$ cat src/rtl/rcvr_param.sv
// rcvr_param: serial header/body receiver with parametrised widths.
//
// Hunts a one-bit-per-clock serial stream for a HEAD_W-bit header (MATCH,
// LSB received first). After a match it captures the next BODY_W bits,
// MSB first, into a holding register with a ready/overrun host handshake.
//
// Optional build macro: RCVR_PARITY_EN
//   When defined, an even-parity bit follows each body. A word with good
//   parity is delivered one cycle later. A word with bad parity is dropped,
//   and parity_err pulses for one cycle.
//
// Ports:
//   clock      in   sole clock, rising edge
//   reset_n    in   asynchronous active-low reset
//   data_in    in   serial bit, sampled every rising edge
//   reading    in   host consumes data_out this cycle
//   ready      out  data_out holds an unread word
//   overrun    out  a new word replaced an unread word
//   in_frame   out  receiver is inside a body (or parity) slot
//   data_out   out  last captured body word, first body bit in the MSB
//   parity_err out  (RCVR_PARITY_EN only) one-cycle bad-parity pulse

module rcvr_param #(
  parameter int unsigned       HEAD_W = 8,
  parameter logic [HEAD_W-1:0] MATCH  = HEAD_W'(8'hA5),
  parameter int unsigned       BODY_W = 8
) (
  input  logic              clock,
  input  logic              reset_n,
  input  logic              data_in,
  input  logic              reading,
  output logic              ready,
  output logic              overrun,
  output logic              in_frame,
`ifdef RCVR_PARITY_EN
  output logic              parity_err,
`endif
  output logic [BODY_W-1:0] data_out
);

  localparam int unsigned HCNT_W = $clog2(HEAD_W);
  localparam int unsigned CNT_W  = $clog2(BODY_W);
  localparam int unsigned SR_W   = BODY_W - 1;

  localparam logic [HCNT_W-1:0] HCNT_MAX = HCNT_W'(HEAD_W - 1);
  localparam logic [CNT_W-1:0]  CNT_LAST = CNT_W'(BODY_W - 1);

  typedef enum logic [1:0] {
    HUNT = 2'd0,
    BODY = 2'd1,
    PAR  = 2'd2
  } state_t;

  state_t              state,    state_d;
  logic [HEAD_W-1:0]   hdr_sr,   hdr_sr_d;
  logic [HCNT_W-1:0]   hdr_cnt,  hdr_cnt_d;
  logic [SR_W-1:0]     body_sr,  body_sr_d;
  logic [CNT_W-1:0]    bit_cnt,  bit_cnt_d;
  logic [BODY_W-1:0]   data_out_d;
  logic                ready_d;
  logic                overrun_d;
  logic                in_frame_d;

  logic [HEAD_W-1:0]   hdr_win_c;
  logic [BODY_W-1:0]   word_c;
  logic                deliver_c;

`ifdef RCVR_PARITY_EN
  logic                last_bit, last_bit_d;
  logic                parity_err_d;
`endif

  // State and datapath registers
  always_ff @(posedge clock or negedge reset_n) begin
    if (!reset_n) begin
      state      <= HUNT;
      hdr_sr     <= '0;
      hdr_cnt    <= '0;
      body_sr    <= '0;
      bit_cnt    <= '0;
      data_out   <= '0;
      ready      <= 1'b0;
      overrun    <= 1'b0;
      in_frame   <= 1'b0;
`ifdef RCVR_PARITY_EN
      last_bit   <= 1'b0;
      parity_err <= 1'b0;
`endif
    end else begin
      state      <= state_d;
      hdr_sr     <= hdr_sr_d;
      hdr_cnt    <= hdr_cnt_d;
      body_sr    <= body_sr_d;
      bit_cnt    <= bit_cnt_d;
      data_out   <= data_out_d;
      ready      <= ready_d;
      overrun    <= overrun_d;
      in_frame   <= in_frame_d;
`ifdef RCVR_PARITY_EN
      last_bit   <= last_bit_d;
      parity_err <= parity_err_d;
`endif
    end
  end

  // Next-state, datapath and handshake logic
  always_comb begin
    state_d    = state;
    hdr_sr_d   = hdr_sr;
    hdr_cnt_d  = hdr_cnt;
    body_sr_d  = body_sr;
    bit_cnt_d  = bit_cnt;
    data_out_d = data_out;
    ready_d    = ready;
    overrun_d  = overrun;
    deliver_c  = 1'b0;
    word_c     = {body_sr, data_in};
    // Candidate window: the newest bit lands at the MSB, the oldest sits at bit 0
    hdr_win_c  = {data_in, hdr_sr[HEAD_W-1:1]};
`ifdef RCVR_PARITY_EN
    last_bit_d   = last_bit;
    parity_err_d = 1'b0;
`endif

    case (state)
      HUNT: begin
        hdr_sr_d = hdr_win_c;
        if (hdr_cnt != HCNT_MAX) begin
          hdr_cnt_d = hdr_cnt + 1'b1;
        end
        // hdr_cnt at max means the window plus this bit covers HEAD_W bits
        if ((hdr_cnt == HCNT_MAX) && (hdr_win_c == MATCH)) begin
          state_d   = BODY;
          bit_cnt_d = '0;
        end
      end

      BODY: begin
        body_sr_d = SR_W'({body_sr, data_in});
        bit_cnt_d = bit_cnt + 1'b1;
        if (bit_cnt == CNT_LAST) begin
          // Headers never overlap bodies: the hunt restarts from empty
          bit_cnt_d = '0;
          hdr_sr_d  = '0;
          hdr_cnt_d = '0;
`ifdef RCVR_PARITY_EN
          body_sr_d  = body_sr;
          last_bit_d = data_in;
          state_d    = PAR;
`else
          deliver_c  = 1'b1;
          state_d    = HUNT;
`endif
        end
      end

`ifdef RCVR_PARITY_EN
      PAR: begin
        word_c  = {body_sr, last_bit};
        state_d = HUNT;
        // Even parity: the word bits plus the parity bit XOR to zero
        if ((^word_c) ^ data_in) begin
          parity_err_d = 1'b1;
        end else begin
          deliver_c = 1'b1;
        end
      end
`endif

      default: begin
        state_d = HUNT;
      end
    endcase

    // Delivery wins over a read for ready; a read wins over overrun setting
    if (deliver_c) begin
      data_out_d = word_c;
      ready_d    = 1'b1;
      if (reading) begin
        overrun_d = 1'b0;
      end else if (ready) begin
        overrun_d = 1'b1;
      end
    end else if (reading) begin
      ready_d   = 1'b0;
      overrun_d = 1'b0;
    end

    in_frame_d = (state_d != HUNT);
  end

endmodule

$ cat config.mk
export PLATFORM = sky130hd
export DESIGN_NAME = rcvr_param
export DESIGN_NICKNAME = d
export VERILOG_FILES = /design/src/rtl/rcvr_param.sv
export SDC_FILE = /design/constraint.sdc
export NUM_CORES = 1
export LEC_CHECK = 0
export ABC_AREA = 0
export CAP_MARGIN = 40
export CORE_ASPECT_RATIO = 0.7
export CORE_MARGIN = 2
export CORE_UTILIZATION = 58
export DETAILED_ROUTE_END_ITERATION = 6
export HOLD_SLACK_MARGIN = 0.03
export PLACE_DENSITY = 0.89
export RECOVER_POWER = 50
export SKIP_LAST_GASP = 1
export SYNTH_ARGS = -nofsm -noshare
export SYNTH_HDL_FRONTEND = slang
export SYNTH_SLANG_ARGS = --single-unit
$ cat constraint.sdc
create_clock -name clock -period 2.4 [get_ports clock]
set_input_delay 0.6 -clock clock [delete_from_list [all_inputs] [get_ports clock]]
set_output_delay 0.6 -clock clock [all_outputs]
set_load 0.01 [all_outputs]
==> metrics.txt <==
Synth Flop Type dfrtp_1; vias per inst between 5 and 6; vias in the first global route 930; reg2reg end state[0]; Yosys Warn Count 0; VDD IR-drop max 0.000776 V; Placed Instances 154; routed wire length 2640 microns; area of the core roughly 2200 sq um; Final Cycle Share 0.777; largest family of logic cells by synthesized area simple AND/OR/NAND/NOR gates; ANT cells 0; global route overflow 0; Placer Congestion 0.749; synth cell count leaders dfrtp_1, nand2_1, mux2_4; PD cells ~740 nW/um^2; outcome completed; critical path's largest stage delay between 0.5 and 0.6 ns; Starting Density 0.623; max_slew headroom 0.472; Unique masters post-synth 26; Cells after Synth 109; Root Buffer clkbuf_4; Die Y 44.4 microns; row count 14; WHS Endpoint body_sr[6]; Avg Inst Size Synth 12.4 sq um; # hold bufs at CTS 0; drt pass-1 iters 4; die area 2740 sq um; clock tree from TritonCTS yes; post-synthesis mux area share 0.0887; simple-gate share of the synthesized area 0.137; layout cells sized above 1 0.154; Layout Nets roughly 140; arrival time worst endpoint 1.26 ns; total number of vias 905; largest net degree at the start of global routing 34; post-route cell area 1620 sq um; Final Max Tran Viols 0; post-CTS sizing 0; clock-pin slew on the worst setup and hold paths 0.10 ns; Synth Register Bits 33; placed inst area 1530 sq um; DPL Wire Length roughly 1700 microns; RSZ-0062 raised after global routing no; min cycle time layout 1.86 ns; required time worst endpoint about 1.8 ns; final setup fails 0; CTS H-tree depth 2; CTS Buf Count 5; main area contributors after synthesis dfrtp_1, mux2_4, nand2_1; CTS Buffer Depth 2; LEAKAGE 0.820 nW; Final Non-Filler Cells 162; count leader, synth dfrtp_1; Setup CP Type reg2out; FF-to-FF Start hdr_cnt[0]; worst-skew pair later-pin latency 0.34 ns; Syn Std Cell Area 1350 sq um; critical path's top delay family buffers and inverters; Setup TNS 0 ns; Total GRT Usage 0.246; IO buf count 14; fin util 0.744; XOR/XNOR Fraction of Synth Area 0; Max Clk Rate 536 MHz; initial antenna violation count 0; WP buf/inv 1; startpoint types flip-flop; detailed-route wire length per cell ~16 microns; Hold Crit Class reg2reg; Hold Startpoint body_sr[6]; Final Hold Vio Count 0; global-route wire length before repair 4550 microns; leading area contributor after synthesis dfrtp_1; Async S/R FF share, synth 1.00; Adder-Cell Fraction of Synth Area 0.0370; Post-synth EDFFs 0; register area share after synthesis 0.610; Setup crit end kind output pin; post-route ant nets 0; Slew @ Worst Pin around 0.79 ns; drc violations 0; clk sinks 33; postcts setup bufs 0; num ports 15; Fin Clk Skew 0.0191 ns; Worst path slowest cell clkdlybuf4s50_1; Synth Area in Compound Gates 0.107; Layout area overhead 19.3%; worst hold stages 2; Die W 61.7 microns; crit path cell chain clkdlybuf4s50_1; syn nets 117; R2R setup slack 0.58 ns; FF-to-FF path depth 5; number of max-cap violations 0; Max FO, Critical Path 3; Yosys top cell area share 0.610; DR iter-0 viols 30
## layout by cell type (no fill, tap or decap), types with 2 or more instances in the layout
cell type,n
mux2_4,8
clkbuf_4,5
dfrtp_1,33
or2_2,2
inv_1,2
a22oi_1,2
nand2_1,25
o21ai_0,3
ha_1,4
a22o_1,7
o2bb2ai_1,4
nor2_1,4
clkdlybuf4s50_1,13
## state kept, by name, summed over array words and instances, names as in the netlist
register / cells
data_out: 8
body_sr: 7
hdr_sr: 7
bit_cnt: 3
hdr_cnt: 3
state: 2
in_frame: 1
overrun: 1
ready: 1
## cell type report
type | instances | area [sq um]
Tap cell | 32 | 40.0
Multi-Input combinational cell | 71 | 504
Clock buffer | 7 | 55.1
Timing Repair Buffer | 16 | 153
Clock inverter | 1 | 30.0
Fill cell | 154 | 557
Sequential cell | 33 | 826
Inverter | 2 | 7.51
## metrics by stage
stage | total power, mW | setup slack, ns | hold slack (ns)
after floorplan | 0.723 | 0.767 | 0.304
after global placement | 0.755 | 0.486 | 0.463
after detailed placement | 0.772 | 0.444 | 0.471
after CTS | 1.21 | 0.520 | 0.495
after global routing | 1.25 | 0.494 | 0.527
final | 1.20 | 0.536 | 0.491
## power breakdown
group / internal, mW / switching (mW)
logic: 0.0634 / 0.0627
clock network: 0.249 / 0.187
registers: 0.599 / 0.0408
total: 0.911 / 0.290
## routing by layer
metal,track usage,vias to the layer above,part of all wire
met4,0.123,0,0.026
li1,-,415,-
met5,0,-,0
met3,0.0848,8,0.053
met1,0.302,455,0.40
met2,0.387,27,0.52
## cells by family (layout without fill, tap and decap cells)
kind of cell | after synthesis | count (layout)
simple gates | 39 | 39
flops | 33 | 33
compound gates | 19 | 19
mux | 8 | 8
buf+inv | 5 | 26
fa+ha+maj | 4 | 4
other cells | 1 | 1
## how the worst max path moves through the flow
| stage | endpoint | start | cells after the start |
|---|---|---|---|
| after global placement | state[0] | data_in | 4 |
| final | ready | ready | 1 |
| after global routing | data_out[1] | data_out[1] | 1 |
| after CTS | ready | ready | 1 |
| after floorplan | in_frame | hdr_cnt[0] | 5 |
| after detailed placement | in_frame | data_in | 4 |
Note: power is estimated with default switching activity, not from simulation.
